$ cat src/rtl/uart_tx_if.sv
// ----------------------------------------------------------------------------
// uart_tx_if
// Byte handshake between on-chip logic and the UART transmitter.
//   tx_data  : byte to send (producer -> transmitter)
//   tx_valid : tx_data is valid (producer -> transmitter)
//   tx_ready : holding buffer empty, byte will be taken (transmitter -> producer)
// A byte moves on a rising clk edge where tx_valid && tx_ready.
// ----------------------------------------------------------------------------
interface uart_tx_if;
  logic [7:0] tx_data;
  logic       tx_valid;
  logic       tx_ready;

  // Producer side (on-chip logic / testbench)
  modport master (
    output tx_data,
    output tx_valid,
    input  tx_ready
  );

  // Transmitter side
  modport slave (
    input  tx_data,
    input  tx_valid,
    output tx_ready
  );
endinterface

$ cat src/rtl/uart_tx.sv
// ----------------------------------------------------------------------------
// uart_tx
// 8N1 UART transmitter. Takes bytes over a valid/ready handshake into a
// one-byte holding buffer and serialises them LSB-first on tx, one start bit
// (0), eight data bits, one stop bit (1), TICKS_PER_BIT clocks per bit.
// A byte waiting in the buffer when a stop bit ends starts immediately, so
// consecutive frames have no idle gap.
//
// Ports:
//   clk      : system clock, single rising-edge domain
//   reset    : asynchronous, active-high reset
//   tx_if    : byte handshake (uart_tx_if.slave: tx_data, tx_valid, tx_ready)
//   cts      : clear-to-send from far end, active-low, asynchronous to clk
//   tx       : serial output, idle high, registered
//   busy     : high from first start-bit clock to last stop-bit clock
//   tx_done  : one-clock pulse on the last clock of each stop bit
//
// Build option:
//   UART_TX_CTS_FLOW_EN - when defined, cts is synchronised (two flops) and a
//   new frame only starts while synchronised cts is low. The decision is taken
//   only at frame start; a running frame always completes. When undefined,
//   cts is ignored and frames start as soon as a byte is buffered.
// ----------------------------------------------------------------------------
module uart_tx #(
  parameter int BAUD_RATE     = 115200,
  parameter int CLK_FREQ      = 12000000,
  parameter int TICKS_PER_BIT = CLK_FREQ / BAUD_RATE
) (
  input  logic     clk,
  input  logic     reset,
  uart_tx_if.slave tx_if,
  input  logic     cts,
  output logic     tx,
  output logic     busy,
  output logic     tx_done
);

  typedef enum logic [1:0] {
    ST_IDLE  = 2'd0,
    ST_START = 2'd1,
    ST_DATA  = 2'd2,
    ST_STOP  = 2'd3
  } state_t;

  // Last count of a bit period, and the one before it (where tx_done is set
  // so that the registered pulse lands on the final stop-bit clock).
  localparam logic [31:0] TICK_LAST_C   = 32'(TICKS_PER_BIT - 1);
  localparam logic [31:0] TICK_PENULT_C = 32'(TICKS_PER_BIT - 2);

  state_t      state_r;
  logic [31:0] baud_cnt_r;
  logic [2:0]  bit_idx_r;
  logic [7:0]  shift_r;
  logic [7:0]  buf_r;
  logic        buf_full_r;
  logic        tx_r;
  logic        busy_r;
  logic        tx_done_r;

  logic        send_ok_s;
  logic        frame_edge_s;
  logic        load_s;
  logic        accept_s;

`ifdef UART_TX_CTS_FLOW_EN
  logic cts_meta_r;
  logic cts_sync_r;

  // Two-flop synchroniser for cts; resets to "not clear" (high).
  always_ff @(posedge clk or posedge reset) begin
    if (reset) begin
      cts_meta_r <= 1'b1;
      cts_sync_r <= 1'b1;
    end else begin
      cts_meta_r <= cts;
      cts_sync_r <= cts_meta_r;
    end
  end

  assign send_ok_s = ~cts_sync_r;
`else
  // cts has no function in this build; tie it off.
  logic unused_cts_s;
  assign unused_cts_s = cts;
  assign send_ok_s    = 1'b1;
`endif

  // Frame-start decision and handshake acceptance.
  always_comb begin
    frame_edge_s = 1'b0;
    if (state_r == ST_IDLE) begin
      frame_edge_s = 1'b1;
    end else if ((state_r == ST_STOP) && (baud_cnt_r == TICK_LAST_C)) begin
      frame_edge_s = 1'b1;
    end else begin
      frame_edge_s = 1'b0;
    end
    // Load needs a full buffer and accept needs an empty one, so both can
    // never happen on the same edge: the buffer is never overwritten.
    load_s   = buf_full_r & send_ok_s & frame_edge_s;
    accept_s = tx_if.tx_valid & ~buf_full_r;
  end

  assign tx_if.tx_ready = ~buf_full_r;
  assign tx             = tx_r;
  assign busy           = busy_r;
  assign tx_done        = tx_done_r;

  // Holding buffer, frame state machine, baud counter and registered outputs.
  always_ff @(posedge clk or posedge reset) begin
    if (reset) begin
      state_r    <= ST_IDLE;
      baud_cnt_r <= 32'd0;
      bit_idx_r  <= 3'd0;
      shift_r    <= 8'd0;
      buf_r      <= 8'd0;
      buf_full_r <= 1'b0;
      tx_r       <= 1'b1;
      busy_r     <= 1'b0;
      tx_done_r  <= 1'b0;
    end else begin
      tx_done_r <= 1'b0;

      if (accept_s) begin
        buf_r      <= tx_if.tx_data;
        buf_full_r <= 1'b1;
      end else if (load_s) begin
        buf_full_r <= 1'b0;
      end else begin
        buf_full_r <= buf_full_r;
      end

      case (state_r)
        ST_IDLE: begin
          baud_cnt_r <= 32'd0;
          if (load_s) begin
            shift_r <= buf_r;
            state_r <= ST_START;
            tx_r    <= 1'b0;
            busy_r  <= 1'b1;
          end else begin
            tx_r   <= 1'b1;
            busy_r <= 1'b0;
          end
        end

        ST_START: begin
          if (baud_cnt_r == TICK_LAST_C) begin
            baud_cnt_r <= 32'd0;
            bit_idx_r  <= 3'd0;
            state_r    <= ST_DATA;
            tx_r       <= shift_r[0];
          end else begin
            baud_cnt_r <= baud_cnt_r + 32'd1;
          end
        end

        ST_DATA: begin
          if (baud_cnt_r == TICK_LAST_C) begin
            baud_cnt_r <= 32'd0;
            if (bit_idx_r == 3'd7) begin
              state_r <= ST_STOP;
              tx_r    <= 1'b1;
            end else begin
              bit_idx_r <= bit_idx_r + 3'd1;
              tx_r      <= shift_r[bit_idx_r + 3'd1];
            end
          end else begin
            baud_cnt_r <= baud_cnt_r + 32'd1;
          end
        end

        ST_STOP: begin
          if (baud_cnt_r == TICK_LAST_C) begin
            baud_cnt_r <= 32'd0;
            if (load_s) begin
              // Back-to-back: next start bit follows with no idle clock.
              shift_r <= buf_r;
              state_r <= ST_START;
              tx_r    <= 1'b0;
            end else begin
              state_r <= ST_IDLE;
              tx_r    <= 1'b1;
              busy_r  <= 1'b0;
            end
          end else begin
            baud_cnt_r <= baud_cnt_r + 32'd1;
            if (baud_cnt_r == TICK_PENULT_C) begin
              tx_done_r <= 1'b1;
            end else begin
              tx_done_r <= 1'b0;
            end
          end
        end

        default: begin
          state_r    <= ST_IDLE;
          baud_cnt_r <= 32'd0;
          tx_r       <= 1'b1;
          busy_r     <= 1'b0;
        end
      endcase
    end
  end

endmodule

$ cat src/flat_wrapper.sv
// flat-port wrapper written by rule: the top's interface ports become plain ports
module uart_tx_flat 
#(
  parameter int BAUD_RATE     = 115200,
  parameter int CLK_FREQ      = 12000000,
  parameter int TICKS_PER_BIT = CLK_FREQ / BAUD_RATE
)
  (clk, reset, cts, tx, busy, tx_done, tx_if_tx_data, tx_if_tx_valid, tx_if_tx_ready);
  uart_tx_if tx_if_i ();
  input  logic clk;
  input  logic reset;
  input  logic cts;
  output logic tx;
  output logic busy;
  output logic tx_done;
  input wire logic [$bits(tx_if_i.tx_data)-1:0] tx_if_tx_data;
  input wire logic [$bits(tx_if_i.tx_valid)-1:0] tx_if_tx_valid;
  output wire logic [$bits(tx_if_i.tx_ready)-1:0] tx_if_tx_ready;
  assign tx_if_i.tx_data = tx_if_tx_data;
  assign tx_if_i.tx_valid = tx_if_tx_valid;
  assign tx_if_tx_ready = tx_if_i.tx_ready;
  uart_tx #(.BAUD_RATE(BAUD_RATE), .CLK_FREQ(CLK_FREQ), .TICKS_PER_BIT(TICKS_PER_BIT)) u_core (.clk(clk), .reset(reset), .tx_if(tx_if_i), .cts(cts), .tx(tx), .busy(busy), .tx_done(tx_done));
endmodule
$ cat config.mk
export PLATFORM = sky130hd
export DESIGN_NAME = uart_tx_flat
export DESIGN_NICKNAME = d
export VERILOG_FILES = /design/src/rtl/uart_tx_if.sv /design/src/rtl/uart_tx.sv /design/src/flat_wrapper.sv
export SDC_FILE = /design/constraint.sdc
export NUM_CORES = 1
export LEC_CHECK = 0
export ABC_CLOCK_PERIOD_IN_PS = 2900
export BUFFER_PORTS_ARGS = -buffer_cell sky130_fd_sc_hd__buf_2
export CAP_MARGIN = 20
export CORE_AREA = 2 2 90 92
export DETAILED_ROUTE_END_ITERATION = 10
export DIE_AREA = 0 0 92 94
export SKIP_CTS_REPAIR_TIMING = 1
export SYNTH_ARGS = -nofsm -noshare
export SYNTH_HDL_FRONTEND = slang
export SYNTH_SLANG_ARGS = --single-unit
$ cat constraint.sdc
create_clock -name clk -period 2.9 [get_ports clk]
set_input_delay 0.145 -clock clk [delete_from_list [all_inputs] [get_ports clk]]
set_output_delay 0.145 -clock clk [all_outputs]
set_load 0.01 [all_outputs]
# Word-level counts from Yosys, hierarchy flattened
# Cells that the tools add are included.
[totals]
mem_bits_ro = 0
input_bits = 12
reg_bits = 57
mem_bits_rw = 0
elab_cells = 74
latch_bits = 0
out_inout_bits = 4
mem_count = 0
[classes]
n_mul = 0
magnitude_cmp = 1
n_div = 0
reduce_logical = 11
shift = 0
muxes = 35
add_sub_neg = 2
n_bitwise = 3
eq_ne = 13
[op_table]
columns = ["operator", "n"]
rows = [
  ["== test 32 x 7 -> 1 bit, second input constant", 2],
  ["one-hot mux 32 bit (2 select lines)", 1],
  ["adder 32 x 1 -> 32 bit, second input constant", 1],
  ["two-way mux 32 bit", 1],
  ["two-way mux 1 bit", 17],
  ["two-way mux 8 bit", 2],
  ["one-hot mux 8 bit (2 select lines)", 1],
  ["two-way mux 2 bit", 5],
  ["two-way mux 3 bit", 3],
  ["!= test 2 x 1 -> 1 bit, second input constant", 4],
  ["one-hot mux 2 bit (4 select lines)", 1],
  ["!= test 2 bit, second input constant", 3],
  ["one-hot mux 3 bit (2 select lines)", 1],
  ["AND reduction 3 bit", 2],
  ["nonzero test 2 bit", 3],
  ["AND reduction 5 bit", 1],
  ["== test 2 bit, second input constant", 2],
  ["< comparator 3 x 4 -> 1 bit, second input constant", 1],
  ["one-hot mux 1 bit (4 select lines)", 1],
  ["AND reduction 4 bit", 1],
  ["adder 3 x 1 -> 3 bit, second input constant", 1],
  ["binary-select mux 1 bit (select 3 bit)", 1],
  ["== test 3 bit, second input constant", 1],
  ["OR reduction 3 bit", 1],
  ["7 further kinds", 8],
]

# Longest topological paths before layout
# Gate-level depths: netlist of the first run.
[depth]
word_depth = 8
mapped_depth = 8
ltp_nobuf = 7

# Worst setup path before layout of the first run
# OpenSTA, ideal clock, no wires.
[synth_path]
kind = "register -> register"
from = "reg u_core.bit_idx_r[0]"
to = "reg u_core.tx_r (netlist: u_core.tx)"
arrival_time_ns = 1.800
setup_time_ns = 0.082
path_stages_with_launch = 8
path_slack_ns = 1.018
synth_period_minus_slack_ns = 1.882
cell_sequence = "dfrtp_1 ha_1 ha_1 mux4_2 nand2b_1 a21oi_1 a31oi_1 mux2_2"
[synth_via]
elab_chain_cells = 6
word_cells_on_any_way = 7
classes_between = "1 x add/sub; 1 x eq/ne; 5 x mux"
[synth_lines]
columns = ["item", "line", "text"]
rows = [
  ["start: declaration", "uart_tx.sv:52", "logic [2:0] bit_idx_r;"],
  ["start signal: assignment", "uart_tx.sv:165", "bit_idx_r <= bit_idx_r + 3'd1;"],
  ["adder 3 x 1 -> 3 bit", "uart_tx.sv:166", "tx_r <= shift_r[bit_idx_r + 3'd1];"],
  ["binary-select mux 1 bit (select 3 bit)", "uart_tx.sv:166", ""],
  ["two-way mux 1 bit (not written as such)", "uart_tx.sv:166", ""],
  ["two-way mux 1 bit *", "uart_tx.sv:161", "if (bit_idx_r == 3'd7) begin"],
  ["two-way mux 1 bit *", "uart_tx.sv:159", "if (baud_cnt_r == TICK_LAST_C) begin"],
  ["one-hot mux 1 bit (4 select lines) *", "uart_tx.sv:133", "case (state_r)"],
  ["end signal: assignment", "uart_tx.sv:152", "tx_r <= shift_r[0];"],
  ["end signal: assignment", "uart_tx.sv:166", ""],
  ["end: declaration", "uart_tx.sv:56", "logic tx_r;"],
]
# Every way passes the cells marked *; elsewhere a longest branch is shown, timed or not. The select of a mux whose other input is x is not followed.
# A chain may end at the register's enable or synchronous reset.

# Final worst setup path of the first run
[layout_path]
from = "reg u_core.baud_cnt_r[15]"
to = "reg u_core.baud_cnt_r[21]"
[layout_via]
elab_chain_cells = 3
word_cells_on_any_way = 4
classes_between = "1 x add/sub; 1 x eq/ne; 2 x mux"
[layout_lines]
columns = ["item", "line", "text"]
rows = [
  ["start: declaration", "uart_tx.sv:51", "logic [31:0] baud_cnt_r;"],
  ["start signal: assignment", "uart_tx.sv:154", "baud_cnt_r <= baud_cnt_r + 32'd1;"],
  ["start signal: assignment", "uart_tx.sv:169", "baud_cnt_r <= baud_cnt_r + 32'd1;"],
  ["start signal: assignment", "uart_tx.sv:187", "baud_cnt_r <= baud_cnt_r + 32'd1;"],
  ["adder 32 x 1 -> 32 bit or == test 32 x 7 -> 1 bit (tied branches)", "-", ""],
  ["two-way mux 32 bit *", "uart_tx.sv:148, uart_tx.sv:159, uart_tx.sv:174", ""],
  ["one-hot mux 32 bit (2 select lines) *", "uart_tx.sv:133", ""],
]
# Every way passes the cells marked *; elsewhere a longest branch is shown, timed or not.

==> results.py, run 1 <==
metrics = {
    "worst_setup_path": {
        "arrival_ns": 2.45,
        "crit_buf_inv": 1,
        "cp_slowest_cell": "dfrtp_1",
        "required_ns": 3.11,
        "critPathMaxFanout": 22,
        "crit_path_start_kind": "flop",
        "cp_top_family": "simple AND/OR/NAND/NOR gates",
        "path_cells": "nor4_1, nand4_1, nor3_2, or2_0, buf_4, nor2_1",
        "critPathCaptureType": "flop",
        "critical_path_class": "flop to flop",
        "cpPeakStageDelay_ns": 0.41,
    },
    "cells_and_area": {
        "final_nets": 310,
        "mostFrequentLayoutCells": "56 x dfrtp_1, 40 x nor2_1, 24 x xnor2_1",
        "areaGrowthSynthToFinish_pct": 13.8,
        "insertedDiodeCount": 0,
        "final_common_cell": "dfrtp_1",
        "fill_cells": 752,
        "finish.instance_area_um2": 3400,
        "drive_gt1_share_pct": 22.4,
    },
    "sta": {
        "slew_violations": 0,
        "period_share_pct": 77.1,
        "tightest_slew_ns": 0.676,
        "grt_setup_unrepaired": "no",
        "skew_ns": 0.00830,
        "fmax_ghz": 0.447,
        "setup_tns_ns": 0,
        "fin_crit_ns": 2.24,
        "setup_viol": 0,
        "slew_headroom_pct": 54.9,
        "hold_viol_final": 0,
    },
    "worst_hold_path": {
        "hp-class": "input port to flop",
    },
    "die": {
        "dieArea_um2": 8650,
        "core_area_um2": 7610,
        "rows": 32,
        "initial_core_util_pct": 39.3,
        "die_h_um": 94,
        "die_w_um": 92,
        "num_io_pins": 16,
    },
    "cts": {
        "cts_made_buffers": 9,
        "cts-root-buf": "clkbuf_8",
        "tritoncts": "built",
        "clk_pin_slew_ns": 0.07,
        "cts_buffer_depth": 2,
        "clkSinkCount": 57,
        "clkLatencyLatePin_ns": 0.33,
        "cts_max_level": 3,
    },
    "routing": {
        "via_per_inst": 5.15,
        "drt-wirelength-per-cell_um": 13.7,
        "vias": 2045,
        "drc_errors": 0,
        "detail-route-antenna-nets": 0,
        "drtIter0Drc": 75,
        "drt-total-wl_mm": 5.43,
        "drt-pass1-iter-count": 4,
    },
    "synthesis": {
        "syn-cell-area_um2": 2990,
        "syn_avg_cell_area_um2": 11.1,
        "synth.net_count": 290,
        "async_reset_ff_share_pct": 100,
        "yosysWarnings": 0,
        "ys.flop_type": "dfrtp_1",
        "synthCells": 270,
        "synth_top_area_share_pct": 46.9,
        "seq_area_frac_synth_pct": 47.7,
        "synth_top_area_cell": "dfrtp_1",
        "yosys_register_bits": 57,
        "synth-edff-count": 0,
        "synth_area_leaders": "dfrtp_1 47%, xnor2_1 7.0%, nor2_1 5.0%",
        "synth_cell_types": 47,
    },
    "global_routing": {
        "grt_overflow": 0,
        "grt_pass1_vias": 2047,
        "grt_max_degree": 42,
        "grt_pass1_wl_mm": 9.55,
        "antenna_found_initial": 0,
        "grt_usage_pct": 14.2,
    },
    "placement": {
        "io_buffers": 14,
        "place_area_um2": 3140,
        "dpl.hpwl_mm": 3.78,
        "gp_congestion": 0.774,
    },
    "pwr": {
        "power.density_nw_per_um2": 553,
        "p_leak_nw": 1.48,
        "peakVddDrop_mv": 0.379,
    },
    "job": {
        "cap_violations": 0,
    },
    "outcome": {
        "status": "finished, final reports clean",
    },
}
[state kept, by name, summed over array words and instances (netlist names)]
register / flops
u_core.buf_full_r: 1
u_core.state_r: 2
u_core.bit_idx_r: 3
u_core.shift_r: 8
u_core.tx_done: 1
u_core.buf_r: 8
u_core.baud_cnt_r: 32
u_core.tx: 1
u_core.busy: 1
[cell type report]
cell class,instances,area (um2),area share (%)
multi-input cells,189,1440,42.2
flip-flops and latches,57,1430,41.9
clock buffers,10,138,4.04
well taps,102,128,3.75
clock inverters,6,115,3.38
repair buffers,18,103,3.01
inverters,15,56.3,1.65
[kinds of logic after synthesis]
logic type      Yosys count  share of synthesized area, %
compound gates           21                          5.94
xor+xnor                 30                          8.79
fa+ha+maj                 8                          3.35
simple gates            108                          20.5
buf+inv                  24                          4.18
flops                    57                          47.7
mux                      22                          9.54
[report_power, final]
part           switching [mW]  internal (mW)  leakage (nW)
combinational          0.0327         0.0526         0.613
sequential             0.0270          0.845         0.741
clock                   0.328          0.597         0.123
total                   0.388           1.49          1.48
[synthesized netlist by cell type (2+ instances only)]
cell,count
nor4_1,13
and4_1,6
a221oi_1,2
mux2i_1,3
a21oi_1,2
o21ai_0,2
inv_1,15
xnor2_1,24
nand2_1,10
nor3_1,7
mux2_2,10
ha_1,8
clkbuf_1,2
xor2_1,6
dfrtp_1,56
buf_6,4
nand3_1,11
nor2_1,40
nor4_4,2
nor2b_1,4
nor4_2,2
nand4_1,5
mux2_4,8
a22o_1,5
[worst paths after layout]
kind	start	end	slack (ns)	cells after the start
min in group asynchronous	reset	u_core.baud_cnt_r[27]	0.32	3
setup / recovery	u_core.baud_cnt_r[15]	u_core.baud_cnt_r[21]	0.66	6
max in group asynchronous	reset	u_core.tx	1.72	4
setup reg to reg	u_core.baud_cnt_r[15]	u_core.baud_cnt_r[21]	0.66	6
hold reg to reg	u_core.buf_r[7]	u_core.shift_r[7]	0.50	1
hold / removal	tx_if_tx_data[1]	u_core.buf_r[1]	0.04	2
[metrics by stage]
| step | util [%] | cells | worst slack, ns | power [mW] | hold slack (ns) |
|---|---|---|---|---|---|
| 6_report | 44.8 | 397 | 0.663 | 1.88 | 0.0383 |
| 5_1_grt | 44.8 | 397 | 0.446 | 1.97 | 0.0177 |
| 4_1_cts | 44.6 | 396 | 0.640 | 1.91 | -0.217 |
| 3_5_place_dp | 41.3 | 380 | 0.669 | 0.977 | 0.149 |
| 3_3_place_gp | 41.3 | 380 | 0.702 | 0.972 | 0.147 |
| 2_1_floorplan | - | 270 | 1.02 | 0.950 | 0.297 |
[layer usage]
| metal | up-vias | share of wire [%] | global-route usage (%) |
|---|---|---|---|
| li1 | 991 | - | - |
| met1 | 1016 | 46 | 17.1 |
| met2 | 28 | 49 | 23.3 |
| met3 | 10 | 3.5 | 5.06 |
| met4 | 0 | 1.6 | 5.35 |
| met5 | - | 0 | 0 |
(Power assumes the default switching activity.)
==> run 2: changes to the inputs <==
--- a/config.mk
+++ b/config.mk
@@ -5,7 +5,7 @@
 export SDC_FILE = /design/constraint.sdc
 export NUM_CORES = 1
 export LEC_CHECK = 0
-export ABC_CLOCK_PERIOD_IN_PS = 2900
+export ABC_CLOCK_PERIOD_IN_PS = 2000
 export BUFFER_PORTS_ARGS = -buffer_cell sky130_fd_sc_hd__buf_2
 export CAP_MARGIN = 20
 export CORE_AREA = 2 2 90 92
==> constraint.sdc (replaced) <==
create_clock -name clk -period 2 [get_ports clk]
set_input_delay 0.1 -clock clk [delete_from_list [all_inputs] [get_ports clk]]
set_output_delay 0.1 -clock clk [all_outputs]
set_load 0.01 [all_outputs]
==> run 2 against run 1 <==
  * Worst hold slack better by 0.24 ns
  * Non-clock buffer count grew 39
  * Sequential cell count is the same
  * Via count rose by 4.7%
  * Register-to-register slack worse by 0.62 ns
  * Highest routed layer unchanged
==> results.py, run 2 (synthesis results as in run 1) <==
metrics = {
    "die": {
        "dieArea_um2": 8650,
        "initial_core_util_pct": 39.3,
        "num_io_pins": 16,
        "die_h_um": 94,
        "die_w_um": 92,
        "rows": 32,
        "core_area_um2": 7610,
    },
    "global_routing": {
        "grt_pass1_vias": 2137,
        "grt_max_degree": 34,
        "grt_overflow": 0,
        "grt_usage_pct": 14.7,
        "grt_pass1_wl_mm": 9.94,
        "antenna_found_initial": 0,
    },
    "routing": {
        "detail-route-antenna-nets": 0,
        "drt-wirelength-per-cell_um": 13.2,
        "via_per_inst": 4.91,
        "drt-pass1-iter-count": 4,
        "vias": 2142,
        "drt-total-wl_mm": 5.76,
        "drtIter0Drc": 117,
        "drc_errors": 0,
    },
    "worst_setup_path": {
        "arrival_ns": 2.18,
        "critical_path_class": "flop to flop",
        "crit_path_end": "u_core.shift_r[1]",
        "required_ns": 2.22,
        "r2r_end": "u_core.shift_r[1]",
        "crit_path_start_kind": "flop",
        "critPathMaxFanout": 8,
        "worstReg2RegStart": "u_core.baud_cnt_r[17]",
        "reg2regPathDepth": 6,
        "critPathCaptureType": "flop",
        "crit_start": "u_core.baud_cnt_r[17]",
        "r2r_setup_slack_ns": 0.04,
    },
    "placement": {
        "io_buffers": 14,
        "place_area_um2": 3370,
        "dpl.hpwl_mm": 3.96,
        "gp_congestion": 0.786,
    },
    "cells_and_area": {
        "multi_input_area_um2": 1520,
        "largest_reg_flops": 32,
        "final_nets": 349,
        "register_area_um2": 1430,
        "fin_util_pct": 49.4,
        "mostFrequentLayoutCells": "54 x dfrtp_1, 40 x nor2_1, 31 x buf_4",
        "largest_register": "u_core.baud_cnt_r",
        "finish.instance_area_um2": 3760,
        "drive_gt1_share_pct": 31.7,
        "fill_cells": 697,
        "biggestRegsByFlops": "u_core.baud_cnt_r (32), u_core.buf_r (8), u_core.shift_r (8)",
        "final_common_cell": "dfrtp_1",
        "insertedDiodeCount": 0,
        "areaGrowthSynthToFinish_pct": 25.7,
    },
    "outcome": {
        "status": "finished, final reports clean",
    },
    "worst_hold_path": {
        "min_path_cells": 4,
        "hp-class": "input port to flop",
    },
    "cts": {
        "clkSinkCount": 57,
        "clkLatencyLatePin_ns": 0.34,
        "cts_made_buffers": 9,
        "cts_buffer_depth": 2,
        "tritoncts": "built",
        "cts_max_level": 3,
        "clk_pin_slew_ns": 0.07,
        "cts-root-buf": "clkbuf_8",
    },
    "pwr": {
        "p_switching_mw": 0.602,
        "power.density_nw_per_um2": 631,
        "swShare_pct": 25.4,
        "combPwrFrac_pct": 5.9,
        "pwr-share-seq_pct": 53.4,
        "cellInternalPower_mw": 1.77,
        "p_leak_nw": 1.65,
        "peakVddDrop_mv": 0.474,
        "power_frac_clock_pct": 40.7,
    },
    "sta": {
        "setup_viol": 0,
        "slew_violations": 0,
        "tightest_slew_ns": 0.548,
        "fmax_ghz": 0.510,
        "whs_ns": 0.280,
        "hold_viol_final": 0,
        "skew_ns": 0.00670,
        "slew_headroom_pct": 63.4,
        "fin_crit_ns": 1.96,
        "grt_setup_unrepaired": "yes",
        "period_share_pct": 98.1,
    },
    "job": {
        "cap_violations": 0,
    },
}
-- run 2: cell count changes in the layout (fill, tap and decap cells not counted), sizes merged --
| cell | before | now |
|---|---|---|
| clkinvlp | 1 | 4 |
| clkbuf | 10 | 9 |
| inv | 15 | 16 |
| buf | 17 | 48 |
| bufinv | 3 | 0 |
| dlygate4sd3 | 1 | 9 |
-- run 2: worst min-delay path by stage --
stage,start,to,slack (ns)
global placement,reset,u_core.buf_r[5],0.18
floorplan,tx_if_tx_data[0],u_core.buf_r[0],0.25
detailed placement,reset,u_core.shift_r[3],0.18
CTS,reset,u_core.shift_r[3],-0.20
finish,tx_if_tx_valid,u_core.buf_full_r,0.28
global route,tx_if_tx_valid,u_core.buf_full_r,0.29
-- run 2: stage by stage --
step	TNS, ns	std cells	total power, mW	setup WS (ns)
final	0	436	2.37	0.0384
after global routing	-0.417	436	2.50	-0.0594
after CTS	-0.000246	423	2.40	-0.000246
after detailed placement	0	407	1.42	0.00611
after global placement	0	407	1.41	0.0369
after floorplan	0	270	1.38	0.118
-- run 2: layout make-up --
type | instances | share of cell area, %
multi-input cells | 189 | 40.4
flip-flops and latches | 57 | 38.0
repair buffers | 57 | 11.8
well taps | 102 | 3.40
clock buffers | 9 | 3.30
clock inverters | 7 | 1.50
inverters | 15 | 1.50
-- run 2: power by group through the flow --
stage	Sequential [mW]	Combinational, mW	Clock [mW]
4_1_cts	1.27	0.132	1.00
2_1_floorplan	1.27	0.106	0
5_1_grt	1.28	0.157	1.07
3_3_place_gp	1.29	0.127	0
6_report	1.27	0.141	0.965
3_5_place_dp	1.29	0.132	0
-- run 2: critical path, cell delays in order, from the launching register on --
cell and delay [ns]:
dfrtp_1 0.42, nor4_2 0.32, nand4_1 0.15, buf_6 0.16
nor4_4 0.29, o21ai_4 0.18, mux2_4 0.33
-- run 2: metal layers --
metal | GRT usage (%) | up-vias | share of wire, %
met3 | 5.78 | 4 | 3.0
met2 | 25.3 | 26 | 51
li1 | - | 1075 | -
met4 | 3.73 | 0 | 0.73
met5 | 0 | - | 0
met1 | 17.3 | 1037 | 45
